===== src/rtl/hazard_fwd_unit.sv =====
// Load-use stall, branch flush, EX-busy hold and operand forwarding control for the pipeline.
// Optional stall statistics counters are built in when HAZARD_STATS_EN is defined.
module hazard_fwd_unit #(
    parameter int unsigned ADDR_W = 5,
    parameter int unsigned STAT_W = 16
) (
    input  logic              clk,
    input  logic              rst_n,
    input  logic [ADDR_W-1:0] id_rs,
    input  logic [ADDR_W-1:0] id_rt,
    input  logic              id_uses_rt,
    input  logic [ADDR_W-1:0] id_dst,
    input  logic              id_reg_write,
    input  logic              id_mem_read,
    input  logic              branch_flush,
    input  logic              ex_busy,
    output logic              riskSig,
    output logic              pc_write,
    output logic              ifid_write,
    output logic              ifid_flush,
    output logic [1:0]        fwd_a,
    output logic [1:0]        fwd_b,
`ifdef HAZARD_STATS_EN
    output logic [STAT_W-1:0] lu_stall_cnt,
    output logic [STAT_W-1:0] hold_cnt,
`endif
    output logic [1:0]        state
);

    typedef enum logic [1:0] {
        StRun     = 2'b00,
        StLuStall = 2'b01,
        StHold    = 2'b10
    } stateE;

    stateE             stateQ;
    logic [ADDR_W-1:0] exRsQ, exRtQ, exDstQ;
    logic              exRwQ, exMrQ;
    logic [ADDR_W-1:0] memDstQ, wbDstQ;
    logic              memRwQ, wbRwQ;
    logic              loadUse;
    logic              bubble;

    // MEM result is newer than WB, so it wins when both match.
    function automatic logic [1:0] fwdSel(input logic [ADDR_W-1:0] src,
                                          input logic [ADDR_W-1:0] memDst,
                                          input logic              memRw,
                                          input logic [ADDR_W-1:0] wbDst,
                                          input logic              wbRw);
        logic [1:0] sel;
        sel = 2'b00;
        if (memRw && memDst != '0 && memDst == src) begin
            sel = 2'b01;
        end else if (wbRw && wbDst != '0 && wbDst == src) begin
            sel = 2'b10;
        end
        return sel;
    endfunction

    always_comb begin
        loadUse = exMrQ && exDstQ != '0 &&
                  (exDstQ == id_rs || (id_uses_rt && exDstQ == id_rt));
        riskSig    = 1'b0;
        pc_write   = 1'b1;
        ifid_write = 1'b1;
        ifid_flush = 1'b0;
        if (ex_busy) begin
            pc_write   = 1'b0;
            ifid_write = 1'b0;
        end else if (branch_flush) begin
            ifid_flush = 1'b1;
        end else if (loadUse) begin
            riskSig    = 1'b1;
            pc_write   = 1'b0;
            ifid_write = 1'b0;
        end
        fwd_a  = fwdSel(exRsQ, memDstQ, memRwQ, wbDstQ, wbRwQ);
        fwd_b  = fwdSel(exRtQ, memDstQ, memRwQ, wbDstQ, wbRwQ);
        bubble = riskSig || branch_flush;
    end

    assign state = stateQ;

    always_ff @(posedge clk or negedge rst_n) begin
        if (!rst_n) begin
            stateQ  <= StRun;
            exRsQ   <= '0;
            exRtQ   <= '0;
            exDstQ  <= '0;
            exRwQ   <= 1'b0;
            exMrQ   <= 1'b0;
            memDstQ <= '0;
            memRwQ  <= 1'b0;
            wbDstQ  <= '0;
            wbRwQ   <= 1'b0;
        end else begin
            if (ex_busy) begin
                stateQ <= StHold;
            end else if (branch_flush) begin
                stateQ <= StRun;
            end else if (loadUse) begin
                stateQ <= StLuStall;
            end else begin
                stateQ <= StRun;
            end

            // The whole shadow pipeline freezes while EX is busy.
            if (!ex_busy) begin
                wbDstQ  <= memDstQ;
                wbRwQ   <= memRwQ;
                memDstQ <= exDstQ;
                memRwQ  <= exRwQ;
                if (bubble) begin
                    exRsQ  <= '0;
                    exRtQ  <= '0;
                    exDstQ <= '0;
                    exRwQ  <= 1'b0;
                    exMrQ  <= 1'b0;
                end else begin
                    exRsQ  <= id_rs;
                    exRtQ  <= id_rt;
                    exDstQ <= id_dst;
                    exRwQ  <= id_reg_write;
                    exMrQ  <= id_mem_read;
                end
            end
        end
    end

`ifdef HAZARD_STATS_EN
    // Saturating counters: hold at all-ones rather than wrap.
    always_ff @(posedge clk or negedge rst_n) begin
        if (!rst_n) begin
            lu_stall_cnt <= '0;
            hold_cnt     <= '0;
        end else begin
            if (riskSig && lu_stall_cnt != '1) begin
                lu_stall_cnt <= lu_stall_cnt + STAT_W'(1);
            end
            if (ex_busy && hold_cnt != '1) begin
                hold_cnt <= hold_cnt + STAT_W'(1);
            end
        end
    end
`endif

endmodule


===== config.mk =====
export PLATFORM = sky130hd
export DESIGN_NAME = hazard_fwd_unit
export DESIGN_NICKNAME = d
export VERILOG_FILES = /design/src/rtl/hazard_fwd_unit.sv
export SDC_FILE = /design/constraint.sdc
export NUM_CORES = 1
export LEC_CHECK = 0
export ABC_AREA = 1
export BUFFER_PORTS_ARGS = -buffer_cell sky130_fd_sc_hd__buf_2
export CAP_MARGIN = 10
export CORE_MARGIN = 2
export CORE_UTILIZATION = 35
export CTS_CLUSTER_DIAMETER = 50
export CTS_CLUSTER_SIZE = 28
export DETAILED_ROUTE_END_ITERATION = 6
export HOLD_SLACK_MARGIN = 0.02
export PLACE_DENSITY = 0.55
export SLEW_MARGIN = 20
export SYNTH_ARGS = -nofsm -noshare
export SYNTH_HDL_FRONTEND = slang
export SYNTH_SLANG_ARGS = --single-unit

===== constraint.sdc =====
create_clock -name clk -period 1.3 [get_ports clk]
set_clock_uncertainty 0.1 [all_clocks]
set_input_delay 0 -clock clk [delete_from_list [all_inputs] [get_ports clk]]
set_output_delay 0 -clock clk [all_outputs]
set_load 0.02 [all_outputs]

======== Word level (Yosys, flattened, before mapping) ========
Cells that the tools add are included.
storage, ports and cells
  register bits ........................... 31
  input bits .............................. 22
  output and inout port bits .............. 10
  word-level logic and storage cells ...... 50
operators by class
  eq/ne operators ......................... 6
  muxes and demuxes ....................... 20
  reduce and logical (&&, ||, !) cells .... 14
operators with widths
  cell                number
  == test 5 bit       6
  2-to-1 mux 5 bit    3
  nonzero test 5 bit  3
  2-to-1 mux 1 bit    12
  2-to-1 mux 2 bit    5
  logical AND 1 bit   9
  logical OR 1 bit    2

======== Longest topological paths before layout ========
Gate-level depths: netlist of the first run.
  depth in word-level cells ............... 9
  depth in mapped cells ................... 10
  depth with buffers taken out ............ 9

======== Worst setup path before layout of the first run ========
Ideal clock, no wire load.
  path kind ............................... flip-flop to output port
  from .................................... register memDstQ[1]
  to ...................................... output fwd_a[1]
  data arrival time ....................... 1.473 ns
  slack ................................... -0.273 ns
  cell stages (with the launch flop) ...... 6
  cell sequence ........................... dfrtp_1 xor2_1 nor2_1 nand3_1 nor3_1 nor2_1
on the way
  longest elaborated chain between the ends .. 4
ends and longest elaborated chain
  item                      RTL line  source
  start: declaration        39        logic [ADDR_W-1:0] memDstQ, wbDstQ;
  start signal: assignment  111       memDstQ <= exDstQ;
  nonzero test 5 bit        52        if (memRw && memDst != '0 && memDst == src) begin
  logical AND 1 bit         52
  logical AND 1 bit *       52
  2-to-1 mux 2 bit *        52
  end: declaration          21        output logic [1:0] fwd_a,
Mark *: on every way between the ends. The rest lies on a longest branch, timed or not.

======== Worst setup path in the final report of the first run ========
  from .................................... register exDstQ[2]
  to ...................................... output riskSig
on the way
  longest elaborated chain between the ends .. 7
ends and longest elaborated chain
  item                      RTL line  source
  start: declaration        37        logic [ADDR_W-1:0] exRsQ, exRtQ, exDstQ;
  start signal: assignment  122       exDstQ <= id_dst;
  == test 5 bit             62        (exDstQ == id_rs || (id_uses_rt && exDstQ == id_rt));
  logical AND 1 bit         62
  logical OR 1 bit          62
  logical AND 1 bit *       61        loadUse = exMrQ && exDstQ != '0 &&
  2-to-1 mux 1 bit *        72        end else if (loadUse) begin
  2-to-1 mux 1 bit *        70        end else if (branch_flush) begin
  2-to-1 mux 1 bit *        67        if (ex_busy) begin
  end: declaration          17        output logic riskSig,
Marks and branches as above.

==> results of run 1 <==
area by class of cell:
cell class | count | area (µm²) | share of cell area (%)
clock buffer | 6 | 82.6 | 3.07
clock inverter | 1 | 5.00 | 0.186
inverter | 31 | 116 | 4.33
multi-input combinational | 173 | 1010 | 37.5
sequential | 31 | 781 | 29.0
tap | 70 | 87.6 | 3.26
timing repair buffer | 75 | 608 | 22.6
timing repair:
| item | CTS | global route |
|---|---|---|
| pin swaps | 5 | 13 |
| buffers inserted | 5 | 6 |
| hold buffers | 20 | 0 |
| endpoints found under the setup margin | 25 | 25 |
| gates cloned | 2 | 0 |
| hold endpoints to repair | 50 | 0 |
| gates resized for setup | 33 | 27 |
routing by layer:
layer  up-vias  track usage [%]  wire [µm]
met5         -                0          0
met4         0             5.65         67
met3         8             3.70        201
met2        51             30.6       2250
met1       786             23.7       2110
li1        894                -          -
state kept, by name (all words and copies together) (netlist names):
name and flops:
exDstQ 5, exRsQ 5, exRtQ 5, memDstQ 5, wbDstQ 5, state 2
exMrQ 1, exRwQ 1, memRwQ 1, wbRwQ 1
worst max-delay path, cell delays in order (launching register included):
cell	delay, ps
sky130_fd_sc_hd__dfrtp_2	440
sky130_fd_sc_hd__buf_6	130
sky130_fd_sc_hd__nand2_2	50
sky130_fd_sc_hd__nand2_2	50
sky130_fd_sc_hd__nor2_1	110
sky130_fd_sc_hd__nand3_1	90
sky130_fd_sc_hd__nand2_2	140
sky130_fd_sc_hd__nand2_8	80
sky130_fd_sc_hd__nor2_4	120
sky130_fd_sc_hd__buf_6	120
layout by cell type, fill, tap and decap left out:
cell type	n
sky130_fd_sc_hd__xor2_1	10
sky130_fd_sc_hd__nand2_1	71
sky130_fd_sc_hd__nand3_1	4
sky130_fd_sc_hd__buf_6	12
sky130_fd_sc_hd__o21ai_2	1
sky130_fd_sc_hd__buf_4	17
sky130_fd_sc_hd__buf_12	1
sky130_fd_sc_hd__nand4_1	5
sky130_fd_sc_hd__nand3_4	1
sky130_fd_sc_hd__buf_2	25
sky130_fd_sc_hd__dfrtp_2	4
sky130_fd_sc_hd__nor3_2	4
sky130_fd_sc_hd__inv_1	26
sky130_fd_sc_hd__a21oi_4	1
sky130_fd_sc_hd__nand3_2	16
sky130_fd_sc_hd__inv_2	5
sky130_fd_sc_hd__dlygate4sd3_1	20
sky130_fd_sc_hd__nor2_1	27
sky130_fd_sc_hd__xnor2_2	3
sky130_fd_sc_hd__clkinv_2	1
sky130_fd_sc_hd__dfrtp_1	27
sky130_fd_sc_hd__nand2_8	1
sky130_fd_sc_hd__nand2_2	5
sky130_fd_sc_hd__xnor2_1	8
sky130_fd_sc_hd__nor2_2	3
sky130_fd_sc_hd__nor2_4	1
sky130_fd_sc_hd__o21ai_0	12
sky130_fd_sc_hd__clkbuf_8	6
how the worst max path moves through the flow:
stage               startpoint    endpoint  slack, ps  cells past startpoint
floorplan            exDstQ[0]    state[0]        -40                      8
global placement     exDstQ[0]    exRtQ[3]       -150                      9
detailed placement   exDstQ[0]    exRtQ[2]       -170                      9
CTS                  exDstQ[0]     riskSig       -380                      9
global route         exDstQ[2]  ifid_write       -470                      9
finish               exDstQ[2]     riskSig       -400                      9
where the power goes:
part           total [mW]  internal [mW]  switching, mW  leakage (nW)
Clock               0.760          0.415          0.345        0.0470
Sequential           1.15           1.05         0.0999         0.399
Combinational       0.635          0.316          0.319         0.952
Total                2.54           1.78          0.764          1.40
metrics by stage:
| stage | cell area [µm²] | utilization (%) | hold slack, ps | cells | power, mW |
|---|---|---|---|---|---|
| after global routing | 2690 | 53.3 | 156 | 387 | 2.70 |
| after global placement | 2100 | 41.7 | -50.7 | 351 | 1.65 |
| after detailed placement | 2100 | 41.7 | -53.6 | 351 | 1.65 |
| after CTS | 2630 | 52.2 | 113 | 385 | 2.52 |
| final | 2690 | 53.3 | 129 | 387 | 2.54 |
| after floorplan | 1830 | - | -396 | 246 | 1.47 |
cells by family after synthesis:
kind of cell	share of synthesized area, %
compound gates	3.88
xor+xnor	10.2
buf+inv	11.0
flops	43.0
simple gates	31.9
==> flow_summary.ini, run 1 <==
[power_and_ir_drop]
worst_ir_drop_vdd_v = 0.000520
power.density_nw_per_um2 = 945
leakage_nw = 1.40

[yosys]
synth.ff_latch_count = 31
synth_most_common_cell = sky130_fd_sc_hd__nand2_1
async_flop_share_pct = 100
synth_sequential_area_ratio_pct = 43.0
synth_area_leader_cell = sky130_fd_sc_hd__dfrtp_1
synthFlopType = sky130_fd_sc_hd__dfrtp_1
syn_avg_cell_area_um2 = 7.34
synth-warning-count = 0
synth_cell_type_count = 21
synthCells = 246
syn_nets = 268
summed_instance_area_of_the_synthesized_netlist_um2 = 1810
ys_top_cells_by_count = sky130_fd_sc_hd__nand2_1 (75), sky130_fd_sc_hd__dfrtp_1 (31), sky130_fd_sc_hd__nor2_1 (31)
count_of_flip_flops_with_a_built_in_enable_after_synthesis = 0
synth.top_cell.area_share_pct = 43.0
synth.top_cells.by_area = sky130_fd_sc_hd__dfrtp_1 (43%), sky130_fd_sc_hd__nand2_1 (16%), sky130_fd_sc_hd__nor2_1 (6.4%)

[detailed_routing]
drt_drc_violations_left = 0
finalWirelength_um = 4630
route.vias.total = 1739
route.detailed.wl_per_inst_um = 12.0
1st_iter_drt_viols = 33
drt-vias-per-instance = 4.49
detailedRoute.firstPassIterationCount = 5
antenna_violating_nets_left = 0

[floorplanning]
die-height_um = 75.8
boundaryPins = 32
core-area_um2 = 5040
initial_core_util_pct = 35.8
die_area_um2 = 5750
rows = 26
die-width_um = 75.8

[timing]
grt_setup_unrepaired = yes
layout_setup_ws_ps = -396
period_minus_slack_ps = 1700
max_freq_mhz = 590
tns_ps = -7720
tightestPinTransition_ps = 420
slew_headroom_pct = 72.0
finalSetupViolCount = 25
final_period_util_pct = 130
timing.final.max_slew_violations = 0
hold_viol = 0

[worst_setup_path]
cp_data_arrival_time_ps = 1600
worstPathMaxFanout = 4
timing.reg2reg.setup_slack_ps = -360
crit-reg2reg-launch = exDstQ[2]
timing.reg2reg.worst_path_depth = 11
critical_path_class = reg2out
end_kind = output pin
timing.critical_path.from_type = flop
timing.critical_path.required_ps = 1200
worstReg2RegEnd = exRsQ[1]

[clocking]
cts_buffer_depth = 2
clock_sink_count = 31
cts_tree = done
cts_buf_count = 5
worst_skew_pair.late_latency_ps = 280
worst_setup_hold_path_clk_slew_ps = 60
clockRootBuffer = sky130_fd_sc_hd__clkbuf_8
h-tree-depth = 2

[global_routing]
grt_start_max_net_pins = 32
via_count_of_the_first_global_routing_pass = 1714
wire_length_of_the_first_global_routing_pass_um = 7770
global_route.overflow_total = 0
grt_antenna_before_repair = 0
globalRouteTotalUtil_pct = 18.2

[layout]
layout_net_count = 339
area_delta_synth_final_pct = 49.0
fillerInstances = 482
share_of_post_route_cells_with_drive_strength_above_1_pct = 33.8
n_diodes = 0

[status]
violations = setup timing
result_of_the_run = finished, violations left

[place]
gpl.final_weighted_congestion = 0.762
place.port_buffers = 31
place_hpwl_um = 2890
place_worst_setup_slack_ps = -167

[min_path]
min-delay-path-class = in2reg
whs_endpoint = exDstQ[2]
min-delay-start = branch_flush
worst_hold_path.num_cells = 5

[run]
cap_violations = 0
No activity file was read; power rests on OpenSTA's default activity.
==> run 2: changes to the inputs <==
--- a/config.mk
+++ b/config.mk
@@ -14,7 +14,6 @@
 export CTS_CLUSTER_SIZE = 28
 export DETAILED_ROUTE_END_ITERATION = 6
 export HOLD_SLACK_MARGIN = 0.02
-export PLACE_DENSITY = 0.55
 export SLEW_MARGIN = 20
 export SYNTH_ARGS = -nofsm -noshare
 export SYNTH_HDL_FRONTEND = slang
==> flow_summary.ini, run 2 (synthesized netlist as in run 1, its figures left out) <==
[timing]
period_minus_slack_ps = 1690
hold_viol = 0
max_freq_mhz = 592
layout_setup_ws_ps = -389
finalSetupViolCount = 25
final_period_util_pct = 130
grt_setup_unrepaired = yes
timing.final.max_slew_violations = 0
hold-worst-slack_ps = 90.5
tightestPinTransition_ps = 394
slew_headroom_pct = 73.8

[layout]
n_diodes = 0
layout.cell_area.non_filler_um2 = 2770
area_delta_synth_final_pct = 53.6
fillerInstances = 449
layout_common_cells = sky130_fd_sc_hd__nand2_1 (71), sky130_fd_sc_hd__dfrtp_1 (27), sky130_fd_sc_hd__buf_4 (26), sky130_fd_sc_hd__inv_1 (25), sky130_fd_sc_hd__nor2_1 (24)
layout.cells.most_common = sky130_fd_sc_hd__nand2_1
share_of_post_route_cells_with_drive_strength_above_1_pct = 36.3
layout_net_count = 346

[worst_setup_path]
worstPathMaxFanout = 4
critical-path-top-delay-family = flip-flops
critical-path-slowest-cell = sky130_fd_sc_hd__dfrtp_1
timing.reg2reg.worst_path_depth = 10
timing.critical_path.slowest_cell_delay_ps = 410
critical_path_class = reg2out
timing.critical_path.required_ps = 1200
end_kind = output pin
crit_cells = 9
timing.critical_path.from_type = flop
crit_path_frequent_cell = sky130_fd_sc_hd__buf_6
critical_path.cell_chain = inv_2 -> nand2_1 -> nand2_2 -> nor2_4 -> nand3_2 -> nand2_4 -> buf_6 -> a21oi_4 -> buf_6
cp_data_arrival_time_ps = 1590
critical_path.n_buffers_inverters = 3

[global_routing]
wire_length_of_the_first_global_routing_pass_um = 7430
global_route.overflow_total = 0
globalRouteTotalUtil_pct = 17.3
via_count_of_the_first_global_routing_pass = 1691
grt_start_max_net_pins = 43
grt_antenna_before_repair = 0

[clocking]
worst_setup_hold_path_clk_slew_ps = 60
worst_skew_pair.late_latency_ps = 270
cts_tree = done
clock_sink_count = 31
h-tree-depth = 2
clockRootBuffer = sky130_fd_sc_hd__clkbuf_8
cts_buf_count = 5
cts_buffer_depth = 2

[power_and_ir_drop]
worst_ir_drop_vdd_v = 0.000522
power.density_nw_per_um2 = 919
power.internal_mw = 1.76
power.share.sequential_pct = 44.9
total_power_mw = 2.55
sw_frac_of_total_pct = 30.8
share_clk_of_total_power_pct = 28.1
leakage_nw = 1.43
total_switching_power_mw = 0.785
combinationalPowerShare_pct = 26.9

[place]
place_worst_setup_slack_ps = -189
place.port_buffers = 31
place_area_um2 = 2140
place_hpwl_um = 3030
gpl.final_weighted_congestion = 0.845

[status]
violations = setup timing
result_of_the_run = finished, violations left

[detailed_routing]
1st_iter_drt_viols = 68
drt_drc_violations_left = 0
route.vias.total = 1798
antenna_violating_nets_left = 0
route.detailed.wl_per_inst_um = 12.5
drt-vias-per-instance = 4.55
finalWirelength_um = 4920
detailedRoute.firstPassIterationCount = 4

[floorplanning]
rows = 26
die-height_um = 75.8
core-area_um2 = 5040
die-width_um = 75.8
boundaryPins = 32
initial_core_util_pct = 35.8
die_area_um2 = 5750

[run]
cap_violations = 0

[min_path]
min-delay-path-class = in2async
-- run 2: area by class of cell --
type | instances | area, µm² | area share, %
repair buffers | 82 | 684 | 24.7
well taps | 70 | 87.6 | 3.16
clock inverters | 1 | 5.00 | 0.181
multi-input cells | 173 | 1020 | 36.9
inverters | 31 | 116 | 4.20
flip-flops and latches | 31 | 781 | 28.2
clock buffers | 7 | 76.3 | 2.75
-- run 2: metrics by stage --
stage / std cells / utilization [%] / setup TNS (ps)
after floorplan: 246 / - / -239
after global placement: 353 / 42.5 / -2740
after detailed placement: 353 / 42.5 / -3430
after CTS: 386 / 52.9 / -6020
after global routing: 395 / 55.0 / -9010
final: 395 / 55.0 / -7460
-- run 2: power by group through the flow --
stage               combinational [mW]  clock (mW)  sequential [mW]
finish                           0.686       0.717             1.15
global route                     0.751       0.783             1.16
CTS                              0.623       0.739             1.14
detailed placement               0.520           0             1.16
global placement                 0.513           0             1.15
floorplan                        0.326           0             1.14
-- run 2: worst register-to-register path, cell delays in order (launching register included) --
cell                      delay, ps
sky130_fd_sc_hd__dfrtp_2        450
sky130_fd_sc_hd__nand2_1         70
sky130_fd_sc_hd__nand2_1         40
sky130_fd_sc_hd__nor2_1         140
sky130_fd_sc_hd__nand3_2        130
sky130_fd_sc_hd__nand2_4        130
sky130_fd_sc_hd__nand2_8         70
sky130_fd_sc_hd__buf_6          120
sky130_fd_sc_hd__buf_12         130
sky130_fd_sc_hd__nand3_2         60
sky130_fd_sc_hd__nand2_1         50
-- run 2: final timing paths --
check,slack [ps],from,to
max,-390,exDstQ[4],ifid_write
max in group asynchronous,580,rst_n,memDstQ[1]
min reg2reg,390,wbRwQ,wbRwQ
min,90,rst_n,exDstQ[4]
max reg2reg,-310,exDstQ[0],exMrQ
min in group clk,110,branch_flush,state[0]
-- run 2: routing by layer --
metal | wire length [µm] | share of wire, % | GRT usage, %
met5 | 0 | 0 | 0
met4 | 82 | 1.7 | 6.63
met3 | 207 | 4.2 | 4.37
met2 | 2610 | 53 | 30.1
met1 | 2010 | 41 | 20.4
-- run 2: repair_timing --
item | CTS | global route
gates resized for setup | 42 | 27
endpoints found under the setup margin | 25 | 26
pin swaps | 11 | 22
gates cloned | 2 | 0
hold buffers | 19 | 0
endpoints found under the hold margin | 49 | 0
buffers inserted | 4 | 12
==> run 3: changes to the inputs <==
==> constraint.sdc (replaced) <==
create_clock -name clk -period 1.7 [get_ports clk]
set_clock_uncertainty 0.1 [all_clocks]
set_input_delay 0 -clock clk [delete_from_list [all_inputs] [get_ports clk]]
set_output_delay 0 -clock clk [all_outputs]
set_load 0.02 [all_outputs]
==> flow_summary.ini, run 3 (synthesized netlist as in run 1, its figures left out) <==
[timing]
finalSetupViolCount = 0
period_minus_slack_ps = 1600
hold_viol = 0
slew_headroom_pct = 54.4
timing.final.max_slew_violations = 0
layout_setup_ws_ps = 95.3
max_freq_mhz = 623
grt_setup_unrepaired = yes
final_period_util_pct = 94.4
tightestPinTransition_ps = 685

[place]
place_area_um2 = 1980
place_hpwl_um = 2730
place_worst_setup_slack_ps = 246
gpl.final_weighted_congestion = 0.830
place.port_buffers = 31

[power_and_ir_drop]
worst_ir_drop_vdd_v = 0.000442
power.internal_mw = 1.26
power.share.sequential_pct = 47.8
power.density_nw_per_um2 = 786
sw_frac_of_total_pct = 31.0
share_clk_of_total_power_pct = 30.9
combinationalPowerShare_pct = 21.3
total_switching_power_mw = 0.568
leakage_nw = 1.24

[global_routing]
grt_start_max_net_pins = 43
grt_antenna_before_repair = 0
wire_length_of_the_first_global_routing_pass_um = 6600
via_count_of_the_first_global_routing_pass = 1502
globalRouteTotalUtil_pct = 15.3
global_route.overflow_total = 0

[layout]
area_delta_synth_final_pct = 29.2
share_of_post_route_cells_with_drive_strength_above_1_pct = 21.4
fin_util_pct = 46.3
layout.cell_area.non_filler_um2 = 2330
n_diodes = 0
layout_net_count = 316
layout_common_cells = sky130_fd_sc_hd__nand2_1 (74), sky130_fd_sc_hd__inv_1 (27), sky130_fd_sc_hd__nor2_1 (27), sky130_fd_sc_hd__dfrtp_1 (27), sky130_fd_sc_hd__buf_2 (27)
layout.cells.most_common = sky130_fd_sc_hd__nand2_1

[floorplanning]
die-height_um = 75.8
initial_core_util_pct = 35.8
die_area_um2 = 5750
rows = 26
die-width_um = 75.8
core-area_um2 = 5040
boundaryPins = 32

[worst_setup_path]
cp_data_arrival_time_ps = 1500
timing.reg2reg.worst_path_depth = 9
timing.reg2reg.setup_slack_ps = 110
crit_cells = 5
critical_path.cell_chain = xor2_1 -> nor3_2 -> nand4_1 -> nor2_1 -> buf_2
worstSetupStartpoint = wbDstQ[0]
timing.critical_path.from_type = flop
crit-reg2reg-launch = exDstQ[0]
critical_path.n_buffers_inverters = 1
worstPathMaxFanout = 4
end_kind = output pin
critical_path_class = reg2out
critical-path-slowest-cell = sky130_fd_sc_hd__dfrtp_1
timing.critical_path.slowest_cell_delay_ps = 420
critPathCapture = fwd_a[1]
worstReg2RegEnd = exRtQ[1]
timing.critical_path.required_ps = 1600
critical-path-top-delay-family = simple AND/OR/NAND/NOR gates

[detailed_routing]
antenna_violating_nets_left = 0
route.vias.total = 1610
drt_drc_violations_left = 0
route.detailed.wl_per_inst_um = 11.1
1st_iter_drt_viols = 66
detailedRoute.firstPassIterationCount = 4
finalWirelength_um = 4050
drt-vias-per-instance = 4.41

[run]
cap_violations = 0

[clocking]
clock_sink_count = 31
worst_skew_pair.late_latency_ps = 280
cts_buffer_depth = 2
cts_buf_count = 5
cts_tree = done
h-tree-depth = 2
clockRootBuffer = sky130_fd_sc_hd__clkbuf_8
worst_setup_hold_path_clk_slew_ps = 70

[status]
result_of_the_run = finished clean

[min_path]
min-delay-start = ex_busy
min-delay-path-class = in2reg
run 3: final cells by class:
cell class              instances  area, µm²
clock buffers                   7       76.3
repair buffers                 52        372
well taps                      70       87.6
fillers                       505       2710
multi-input cells             173        895
clock inverters                 1       5.00
flip-flops and latches         31        781
inverters                      31        116
run 3: metrics by stage:
stage / hold WS [ps] / instances / setup TNS, ps / total power, mW
final: 81.7 / 365 / 0 / 1.83
after global routing: 89.8 / 365 / -30.2 / 1.95
after CTS: 66.7 / 365 / 0 / 1.83
after detailed placement: -5.47 / 338 / 0 / 1.22
after global placement: -11.1 / 338 / 0 / 1.22
after floorplan: -396 / 246 / 0 / 1.12
run 3: power groups by stage:
stage / Clock [mW] / Combinational [mW] / Sequential [mW]
floorplan: 0 / 0.242 / 0.873
global placement: 0 / 0.331 / 0.886
detailed placement: 0 / 0.334 / 0.886
CTS: 0.585 / 0.369 / 0.872
global route: 0.623 / 0.441 / 0.886
finish: 0.566 / 0.391 / 0.876
run 3: worst min-delay path by stage:
stage                     end  slack, ps  cells past startpoint
floorplan           exDstQ[0]       -400                      0
global placement    exDstQ[4]        -10                      1
detailed placement   state[0]         -5                      1
CTS                  state[1]         70                      2
global route         state[1]         90                      2
finish               state[1]         80                      2
run 3: metal layers:
layer,vias to the layer above,track usage (%),routed length (µm)
met4,0,5.46,66
met5,-,0,0
li1,845,-,-
met2,37,25.9,2000
met3,8,3.97,202
met1,720,18.8,1770
run 3: repair_timing:
| item | CTS | global route |
|---|---|---|
| endpoints found under the setup margin | 1 | 11 |
| hold buffers | 18 | 0 |
| endpoints found under the hold margin | 48 | 0 |
| buffers inserted | 1 | 0 |
| resized for setup | 3 | 22 |
| pin swaps | 2 | 5 |
